`src/rtl/systolic_seq_ctrl_if.sv`:
```
// Command / result handshake bundle between the systolic sequencer and its
// command source and result consumer.
interface systolic_seq_ctrl_if #(
   parameter int N  = 4,
   parameter int KW = 8
);
   logic                 req_val;
   logic                 req_rdy;
   logic [KW-1:0]        req_k_len;
   logic                 resp_rdy;
   logic                 resp_val;
   logic [$clog2(N)-1:0] resp_row;

   modport master (
      output req_val, req_k_len, resp_rdy,
      input  req_rdy, resp_val, resp_row
   );

   modport slave (
      input  req_val, req_k_len, resp_rdy,
      output req_rdy, resp_val, resp_row
   );
endinterface

```
`src/rtl/systolic_seq_ctrl.sv`:
```
// Sequencer for an N x N output-stationary systolic array: skewed operand feed,
// accumulator freeze, then an unstallable N-row drain to the consumer.
module systolic_seq_ctrl #(
   parameter int N  = 4,
   parameter int KW = 8
) (
   input  logic                   clk,
   input  logic                   reset,
   systolic_seq_ctrl_if.slave     bus,
   output logic [KW+$clog2(N):0]  feed_cnt,
   output logic [N-1:0]           row_en,
   output logic [N-1:0]           col_en,
   output logic                   finished,
   output logic                   shift_result,
   output logic                   busy
);
   localparam int FW = KW + $clog2(N) + 1;
   localparam int DW = $clog2(N);

   typedef enum logic [2:0] {
      IDLE, FEED, SETTLE, WAIT_DRAIN, DRAIN, DONE
   } state_t;

   state_t          state, state_nxt;
   logic [KW-1:0]   k_len;
   logic [FW-1:0]   feed_last;
   logic [DW-1:0]   drain_cnt;
   logic [N-1:0]    win;

   assign feed_last = FW'(k_len) + FW'(2 * N - 3);

   always_ff @(posedge clk) begin
      if (reset) begin
         state        <= IDLE;
         k_len        <= '0;
         feed_cnt     <= '0;
         drain_cnt    <= '0;
         bus.resp_val <= 1'b0;
         bus.resp_row <= '0;
      end else begin
         state <= state_nxt;
         if (state == IDLE && bus.req_val)
            k_len <= bus.req_k_len;
         // Counter only runs while staying in FEED, so every FEED entry starts at t=0.
         feed_cnt  <= (state == FEED && state_nxt == FEED) ? feed_cnt + 1'b1 : '0;
         drain_cnt <= (state == DRAIN) ? drain_cnt + 1'b1 : '0;
         bus.resp_val <= (state == DRAIN);
         if (state == DRAIN)
            bus.resp_row <= DW'(N - 1) - drain_cnt;
      end
   end

   always_comb begin
      state_nxt    = state;
      win          = '0;
      finished     = 1'b0;
      shift_result = 1'b0;
      bus.req_rdy  = 1'b0;
      busy         = 1'b1;
      case (state)
         IDLE: begin
            bus.req_rdy = 1'b1;
            busy        = 1'b0;
            if (bus.req_val)
               state_nxt = (bus.req_k_len == '0) ? SETTLE : FEED;
         end
         FEED: begin
            // Row i and column j share the same skew, so one window serves both edges.
            for (int unsigned i = 0; i < N; i++)
               win[i] = (feed_cnt >= FW'(i)) && (feed_cnt < FW'(i) + FW'(k_len));
            if (feed_cnt == feed_last)
               state_nxt = SETTLE;
         end
         SETTLE: begin
            finished  = 1'b1;
            state_nxt = WAIT_DRAIN;
         end
         WAIT_DRAIN: begin
            finished = 1'b1;
            if (bus.resp_rdy)
               state_nxt = DRAIN;
         end
         DRAIN: begin
            finished     = 1'b1;
            shift_result = 1'b1;
            if (drain_cnt == DW'(N - 1))
               state_nxt = DONE;
         end
         DONE:    state_nxt = IDLE;
         default: state_nxt = IDLE;
      endcase
      row_en = win;
      col_en = win;
   end
endmodule

```
`src/flat_wrapper.sv`:
```
// flat-port wrapper written by rule: the top's interface ports become plain ports
module systolic_seq_ctrl_flat 
#(
   parameter int N  = 4,
   parameter int KW = 8
)
  (clk, reset, feed_cnt, row_en, col_en, finished, shift_result, busy, bus_req_val, bus_req_k_len, bus_resp_rdy, bus_req_rdy, bus_resp_val, bus_resp_row);
  systolic_seq_ctrl_if #(.N(N), .KW(KW)) bus_i ();
  input  logic clk;
  input  logic reset;
  output logic [KW+$clog2(N):0] feed_cnt;
  output logic [N-1:0] row_en;
  output logic [N-1:0] col_en;
  output logic finished;
  output logic shift_result;
  output logic busy;
  input wire logic [$bits(bus_i.req_val)-1:0] bus_req_val;
  input wire logic [$bits(bus_i.req_k_len)-1:0] bus_req_k_len;
  input wire logic [$bits(bus_i.resp_rdy)-1:0] bus_resp_rdy;
  output wire logic [$bits(bus_i.req_rdy)-1:0] bus_req_rdy;
  output wire logic [$bits(bus_i.resp_val)-1:0] bus_resp_val;
  output wire logic [$bits(bus_i.resp_row)-1:0] bus_resp_row;
  assign bus_i.req_val = bus_req_val;
  assign bus_i.req_k_len = bus_req_k_len;
  assign bus_i.resp_rdy = bus_resp_rdy;
  assign bus_req_rdy = bus_i.req_rdy;
  assign bus_resp_val = bus_i.resp_val;
  assign bus_resp_row = bus_i.resp_row;
  systolic_seq_ctrl #(.N(N), .KW(KW)) u_core (.clk(clk), .reset(reset), .bus(bus_i), .feed_cnt(feed_cnt), .row_en(row_en), .col_en(col_en), .finished(finished), .shift_result(shift_result), .busy(busy));
endmodule
```
`config.mk`:
```
export PLATFORM = sky130hd
export DESIGN_NAME = systolic_seq_ctrl_flat
export DESIGN_NICKNAME = d
export VERILOG_FILES = /design/src/rtl/systolic_seq_ctrl_if.sv /design/src/rtl/systolic_seq_ctrl.sv /design/src/flat_wrapper.sv
export SDC_FILE = /design/constraint.sdc
export NUM_CORES = 1
export LEC_CHECK = 0
export CAP_MARGIN = 20
export CORE_UTILIZATION = 47
export CTS_CLUSTER_SIZE = 30
export DETAILED_ROUTE_END_ITERATION = 6
export GPL_TIMING_DRIVEN = 0
export PLACE_DENSITY = 0.71
export SYNTH_ARGS = -nofsm -noshare
export SYNTH_HDL_FRONTEND = slang
export SYNTH_SLANG_ARGS = --single-unit
```
`constraint.sdc`:
```
create_clock -name clk -period 5.2 [get_ports clk]
set_clock_uncertainty 0.1 [all_clocks]
set_input_delay 1.56 -clock clk [delete_from_list [all_inputs] [get_ports clk]]
set_output_delay 1.56 -clock clk [all_outputs]
set_load 0.01 [all_outputs]
```
# Word-level counts from Yosys, hierarchy flattened
# Index checks and enable logic that the tools add are counted.
[classes]
n_addsub = 7
magnitude_cmp = 8
eq_ne = 7
n_mux = 11
bitwise_logic = 2
n_reduce_logical = 11
[ops]
columns = ["cell", "n"]
rows = [
  ["$lt A11 B11 Y1", 3],
  ["$ge A11 B1 Y1 const B", 2],
  ["$ge A11 B2 Y1 const B", 2],
  ["$add A2 B8 Y9 const A", 2],
  ["$pmux W3 S5", 1],
  ["$mux W3", 4],
  ["$add A11 B1 Y11 const B", 1],
  ["$eq A11 B11 Y1", 1],
  ["$lt A11 B8 Y1", 1],
  ["$add A1 B8 Y9 const A", 1],
  ["$add A8 B3 Y9 const B", 1],
  ["$logic_not A8 Y1", 1],
  ["$eq A3 B1 Y1 const B", 2],
  ["$eq A3 B2 Y1 const B", 2],
  ["$logic_and A1 B1 Y1", 6],
  ["$mux W1", 4],
  ["$mux W4", 1],
  ["$reduce_or A2 Y1", 2],
  ["$eq A3 B3 Y1 const B", 1],
  ["$logic_not A3 Y1", 1],
  ["$reduce_or A3 Y1", 1],
  ["$add A2 B1 Y2 const B", 1],
  ["$eq A2 B2 Y1 const B", 1],
  ["$mux W2", 1],
  ["other kinds (2)", 3],
]
[word_totals]
register_bits = 27
input_bits = 12
output_inout_bits = 26

# Depth between registers and ports, before layout
# Gate-level depths: netlist (run 1).
[depth]
depth_word = 8
ltp_mapped = 12
depth_no_buf = 10

# Least setup slack after synthesis (run 1)
# No wires, ideal clock.
[synth_path]
path_type = "register to output"
startpoint = "register u_core.feed_cnt[1]"
endpoint = "output port row_en[0]"
arrival_ns = 2.620
t_required_ns = 3.540
path_slack_ns = 0.920
stages_incl_launch_ff = 10
path_cell_list = "dfxtp_1 > ha_1 > nor2b_1 > o21ai_0 > nand2b_1 > a21oi_1 > o21ai_0 > a21o_1 > a2111oi_0 > buf_4"
[synth_via]
elab_chain_cells = 3
[synth_rtl]
columns = ["item", "line", "rtl"]
rows = [
  ["from (decl)", "systolic_seq_ctrl.sv:10", "output logic [KW+$clog2(N):0] feed_cnt,"],
  ["from (signal assigned)", "systolic_seq_ctrl.sv:45", "feed_cnt <= (state == FEED && state_nxt == FEED) ? feed_cnt + 1'b1 : '0;"],
  ["$ge A11 B1 Y1 / $lt A11 B8 Y1 (equally long branches)", "systolic_seq_ctrl.sv:70", "win[i] = (feed_cnt >= FW'(i)) && (feed_cnt < FW'(i) + FW'(k_len));"],
  ["$logic_and A1 B1 Y1 *", "systolic_seq_ctrl.sv:70", ""],
  ["$mux W4 *", "systolic_seq_ctrl.sv:60", "case (state)"],
  ["to (decl)", "flat_wrapper.sv:12", "output logic [N-1:0] row_en;"],
]
# Every way passes the cells marked *; elsewhere a longest branch is shown, timed or not.

# Worst setup path after layout (run 1)
[layout_path]
startpoint = "register u_core.k_len[1]"
endpoint = "output port row_en[1]"
[layout_via]
elab_chain_cells = 4
[layout_rtl]
columns = ["item", "line", "rtl"]
rows = [
  ["from (decl)", "systolic_seq_ctrl.sv:25", "logic [KW-1:0] k_len;"],
  ["from (signal assigned)", "systolic_seq_ctrl.sv:43", "k_len <= bus.req_k_len;"],
  ["$add A1 B8 Y9", "systolic_seq_ctrl.sv:70", ""],
  ["$lt A11 B11 Y1", "systolic_seq_ctrl.sv:70", ""],
  ["$logic_and A1 B1 Y1", "systolic_seq_ctrl.sv:70", ""],
  ["$mux W4", "systolic_seq_ctrl.sv:60", ""],
]
# Every way passes these cells.

==> results.toml, run 1 <==
[pwr]
peakVddDrop_uv = 141
leakage_nw = 1.21
p_comb_share_pct = 28.9
clockPowerShare_pct = 24.1
power.net_switching_mw = 0.144
internal-power_mw = 0.335
p_per_area_nw_per_um2 = 163
power.share.switching_pct = 30.1
p_seq_share_pct = 47.0
fin_total_pwr_mw = 0.479

[cells_and_area]
area_growth_pct = 21.6
drive_gt1_share_pct = 6.78
antenna_cells = 0
nNetsFinal = 395
stdcell_area_um2 = 2950
finalCoreUtilization_pct = 60.8

[detailed_routing]
viasPerCell = 5.25
wl_per_cell_um = 13.6
wl_um = 5510
vias = 2130
detail_route.iter0.violations = 121
antenna_left = 0
drc = 0
first_pass_iters = 4

[worst_hold_path]
hold_class = "flop to flop"

[critical_path]
cp-end-kind = "output port"
worstSetupPathType = "flop to output port"
cp.arrival_ps = 3390
worstPathRequired_ps = 3540
cp_max_fo = 9
critPathLaunchType = "flop"

[synth]
synth_most_common_cell = "ha_1"
synth_top_cell_area_share_pct = 22.3
ys_ff_latch = 27
synth_compound_area_share_pct = 13.3
yosysUniqueCellTypes = 41
synth_mux_area_share_pct = 0.826
synth_edf_count = 0
ys_warn_count = 0
syn_inst = 298
netlist_top_cells_count = "43 x ha_1, 33 x nand2_1, 28 x nor2_1"
synth_top_area_cell = "dfxtp_1"
netlist_top_cells_area = "dfxtp_1 22%, ha_1 22%, xnor2_1 8.3%"
yosys.area_share.adder_pct = 22.2
syn-mean-instance-area_um2 = 8.14
ys_seq_area_share_pct = 22.3
async_flop_share_pct = 0
synth_top_family_by_area = "simple AND/OR/NAND/NOR gates"
syn_nets = 353
synth_xor_xnor_area_share_pct = 11.9
synth_ff_type = "dfxtp_1"
synthSimpleGateAreaFrac_pct = 23.0
synthesis.area_um2 = 2420

[grt]
grt_pass1_vias = 1948
grt_start_max_net_pins = 16
grt_pass1_wl_um = 9180
grtUsageTotal_pct = 21.6
antenna_found_initial = 0
grt_overflow = 0

[sta]
final-hold-violation-count = 0
period_minus_slack_ps = 5050
setup_tns_ps = 0
setup_viol = 0
finalMaxSlewViolations = 0
clock.fmax_mhz = 198
period_share_pct = 97.2
rsz0062_at_grt = "false"
tightest_slew_ps = 514
fin_ws_ps = 146
slew_headroom_pct = 65.7

[run]
timing.max_cap.violations = 0

[clock_network]
worstSkewPairLatency_ps = 270
cts_tree = "done"
clock_sinks = 27
numCtsBuffers = 3
max-clock-path-buffers = 2
htree_num_levels = 1
cts.clk_slew.worst_paths_ps = 90
root_buffer = "clkbuf_8"

[placed_design]
gp_congestion = 0.868
dpl.hpwl_um = 4360
port_buffers = 37
place_ws_ps = 340
place_area_um2 = 2880

[floorplanning]
io_pins = 38
core_area_um2 = 4850
fp.dieH_um = 73.8
dieArea_um2 = 5450
rows = 25
dieWidth_um = 73.8
start_util_pct = 50.0

[outcome]
outcome = "completed"
kinds of logic (layout without fill, tap and decap cells):
family | Yosys count | after routing
compound gates | 50 | 50
simple gates | 115 | 115
fa+ha+maj | 43 | 43
buf+inv | 28 | 69
flops | 27 | 27
xor+xnor | 33 | 33
mux | 2 | 2
worst paths after layout:
check / from / to / slack (ps) / cells after the start
max reg2reg: u_core.k_len[2] / u_core.state[0] / 2840 / 11
max: u_core.k_len[1] / row_en[1] / 150 / 11
min reg2reg: u_core.drain_cnt[1] / u_core.bus.resp_row[1] / 360 / 1
min: u_core.drain_cnt[1] / u_core.bus.resp_row[1] / 360 / 1
per-layer routing:
layer | wire length [µm] | GRT usage [%] | vias to the layer above
li1 | - | - | 1113
met1 | 2730 | 30.6 | 966
met2 | 2520 | 35.6 | 47
met3 | 211 | 2.06 | 4
met4 | 44 | 4.49 | 0
met5 | 0 | 0 | -
layout by cell type, fill, tap and decap left out, drive strengths merged, types with 2 or more instances in the layout:
master / instances
clkdlybuf4s50: 37
o21a: 5
nand2: 33
nor4: 5
nand2b: 8
o21ai: 8
nand3: 12
o22ai: 2
nor2b: 7
a21oi: 20
nor3b: 2
a211oi: 3
xor2: 10
buf: 11
ha: 43
a21o: 3
nor2: 28
dfxtp: 27
nor3: 7
inv: 13
mux2i: 2
a2111oi: 2
clkbuf: 7
xnor2: 23
and2: 2
nand4: 6
per-stage QoR:
step                hold WS (ps)  instances
finish                       360        406
global route                 377        406
CTS                          362        406
detailed placement           349        402
global placement             337        402
floorplan                    312        298
worst max-delay path, cell delays in order (launching register included):
cell and delay, ps:
dfxtp_1 560, ha_1 210, clkbuf_1 300, nand4_1 170, xnor2_1 170, ha_1 180, a21o_1 150, a21o_1 170
a2111oi_1 400, o21a_1 200, buf_4 100, clkdlybuf4s50_1 520
area by class of cell:
cell class	count	area, µm²
fill	452	1900
inverter	13	48.8
multi-input combinational	243	1740
tap	67	83.8
sequential	27	544
buffer	15	111
clock buffer	3	41.3
clock inverter	1	5.00
timing repair buffer	37	370
what timing repair did:
| item | 4_1_cts | 5_1_grt |
|---|---|---|
| gates resized for setup | 0 | 8 |
| hold buffers | 0 | 0 |
| buffers inserted | 0 | 0 |
| endpoints found under the setup margin | 0 | 5 |
state kept, by name (all words and copies together), names as in the netlist:
signal and count:
u_core.bus.resp_row 2, u_core.feed_cnt 11, u_core.state 3, u_core.bus.resp_val 1, u_core.k_len 8, u_core.drain_cnt 2
power by group through the flow:
stage,Combinational [mW],Sequential [mW],Clock (mW)
6_report,0.139,0.225,0.116
5_1_grt,0.157,0.227,0.128
4_1_cts,0.137,0.225,0.120
3_5_place_dp,0.136,0.230,0
3_3_place_gp,0.134,0.230,0
2_1_floorplan,0.0914,0.227,0
(Power assumes the default switching activity.)
==> run 2, diff against run 1 <==
--- a/config.mk
+++ b/config.mk
@@ -5,7 +5,7 @@
 export SDC_FILE = /design/constraint.sdc
 export NUM_CORES = 1
 export LEC_CHECK = 0
-export CAP_MARGIN = 20
+export CAP_MARGIN = 40
 export CORE_UTILIZATION = 47
 export CTS_CLUSTER_SIZE = 30
 export DETAILED_ROUTE_END_ITERATION = 6
==> results of run 2 <==
No change in the layout: final DEF, timing and power equal those of run 1.
==> run 3, diff against run 2 <==
--- a/config.mk
+++ b/config.mk
@@ -9,8 +9,8 @@
 export CORE_UTILIZATION = 47
 export CTS_CLUSTER_SIZE = 30
 export DETAILED_ROUTE_END_ITERATION = 6
+export DONT_BUFFER_PORTS = 1
 export GPL_TIMING_DRIVEN = 0
-export PLACE_DENSITY = 0.71
 export SYNTH_ARGS = -nofsm -noshare
 export SYNTH_HDL_FRONTEND = slang
 export SYNTH_SLANG_ARGS = --single-unit
==> results.toml, run 3 (synthesis gave the netlist of run 1 again) <==
[critical_path]
cp-end-kind = "output port"
worstSetupPathType = "flop to output port"
cp_max_fo = 10
cp.arrival_ps = 3100
critPathLaunchType = "flop"
rr_worst_depth = 11
worstPathRequired_ps = 3540

[grt]
grt_pass1_wl_um = 8940
grt_pass1_vias = 1807
grt_overflow = 0
antenna_found_initial = 0
grt_start_max_net_pins = 17
grtUsageTotal_pct = 21.3

[floorplanning]
dieArea_um2 = 5450
start_util_pct = 50.0
io_pins = 38
core_area_um2 = 4850
dieWidth_um = 73.8
rows = 25
fp.dieH_um = 73.8

[worst_hold_path]
min_path_cells = 1
hold_class = "flop to flop"

[clock_network]
worstSkewPairLatency_ps = 270
hold_buffers = 0
root_buffer = "clkbuf_8"
htree_num_levels = 1
cts_tree = "done"
numCtsBuffers = 3
ctsResizeCount = 0
clock_sinks = 27
cts.clk_slew.worst_paths_ps = 90
cts_setup_buffers = 0
max-clock-path-buffers = 2

[sta]
rsz0062_at_grt = "false"
fin_hold_ws_ps = 352
fin_ws_ps = 441
setup_tns_ps = 0
setup_viol = 0
clock.fmax_mhz = 210
period_minus_slack_ps = 4760
finalMaxSlewViolations = 0
tightest_slew_ps = 574
period_share_pct = 91.5
final-hold-violation-count = 0
slew_headroom_pct = 60.8

[placed_design]
place_ws_ps = 774
port_buffers = 0
gp_congestion = 0.832
place_area_um2 = 2510
dp.cells = 366
dpl.hpwl_um = 4250

[pwr]
leakage_nw = 1.06
p_per_area_nw_per_um2 = 179
peakVddDrop_uv = 131
fin_total_pwr_mw = 0.459

[detailed_routing]
viasPerCell = 5.36
vias = 1982
first_pass_iters = 4
antenna_left = 0
wl_per_cell_um = 14.7
detail_route.iter0.violations = 126
wl_um = 5450
drc = 0

[run]
timing.max_cap.violations = 0

[cells_and_area]
multi_input_area_um2 = 1730
regMostFlops = "u_core.feed_cnt"
nNetsFinal = 359
reg_top3 = "u_core.feed_cnt: 11 flops, u_core.k_len: 8 flops, u_core.state: 3 flops"
stdcell_area_um2 = 2560
fin_cells = 370
ff_latch_area_um2 = 541
area_growth_pct = 5.62
layout_commonest_cell = "ha_1"
largest_reg_flops = 11
antenna_cells = 0
fill_cells = 483
finalCoreUtilization_pct = 52.8
final_cell_mix = "43 x ha_1, 33 x nand2_1, 28 x nor2_1"
drive_gt1_share_pct = 6.27

[outcome]
outcome = "completed"
## run 3: worst paths after layout
| kind | from | endpoint | slack, ps |
|---|---|---|---|
| worst max-delay path | u_core.k_len[3] | row_en[1] | 440 |
| worst min-delay path | u_core.drain_cnt[1] | u_core.bus.resp_row[1] | 350 |
| worst max register to register | u_core.k_len[2] | u_core.state[0] | 2800 |
| worst min register to register | u_core.drain_cnt[1] | u_core.bus.resp_row[1] | 350 |
## run 3: layout make-up
type / count / share of cell area [%]
buffer: 15 / 4.25
clock buffer: 3 / 1.61
clock inverter: 1 / 0.293
inverter: 13 / 1.91
multi-input combinational: 243 / 67.4
sequential: 27 / 21.1
tap: 67 / 3.27
timing repair buffer: 1 / 0.147
## run 3: critical path, stage by stage (launching register included)
cell and delay, ps:
dfxtp_1 350, buf_2 240, inv_1 160, nor4_1 340, nand2_1 120, xnor2_1 140, ha_1 290, a21o_1 180
a21o_1 160, a2111oi_0 440, o21a_1 260, buf_4 140
## run 3: power breakdown
part | leakage, nW | switching, mW | total [mW] | internal [mW]
registers | 0.219 | 0.0121 | 0.225 | 0.213
logic | 0.819 | 0.0646 | 0.113 | 0.0484
clock network | 0.0217 | 0.0659 | 0.120 | 0.0544
total | 1.06 | 0.143 | 0.459 | 0.316
## run 3: metal layers
layer | wire, µm | global-route usage, % | vias up | part of all wire, %
li1 | - | - | 1044 | -
met1 | 2640 | 30.7 | 891 | 48
met2 | 2480 | 33.9 | 45 | 46
met3 | 307 | 3.02 | 2 | 5.6
met4 | 19 | 3.42 | 0 | 0.35
met5 | 0 | 0 | - | 0
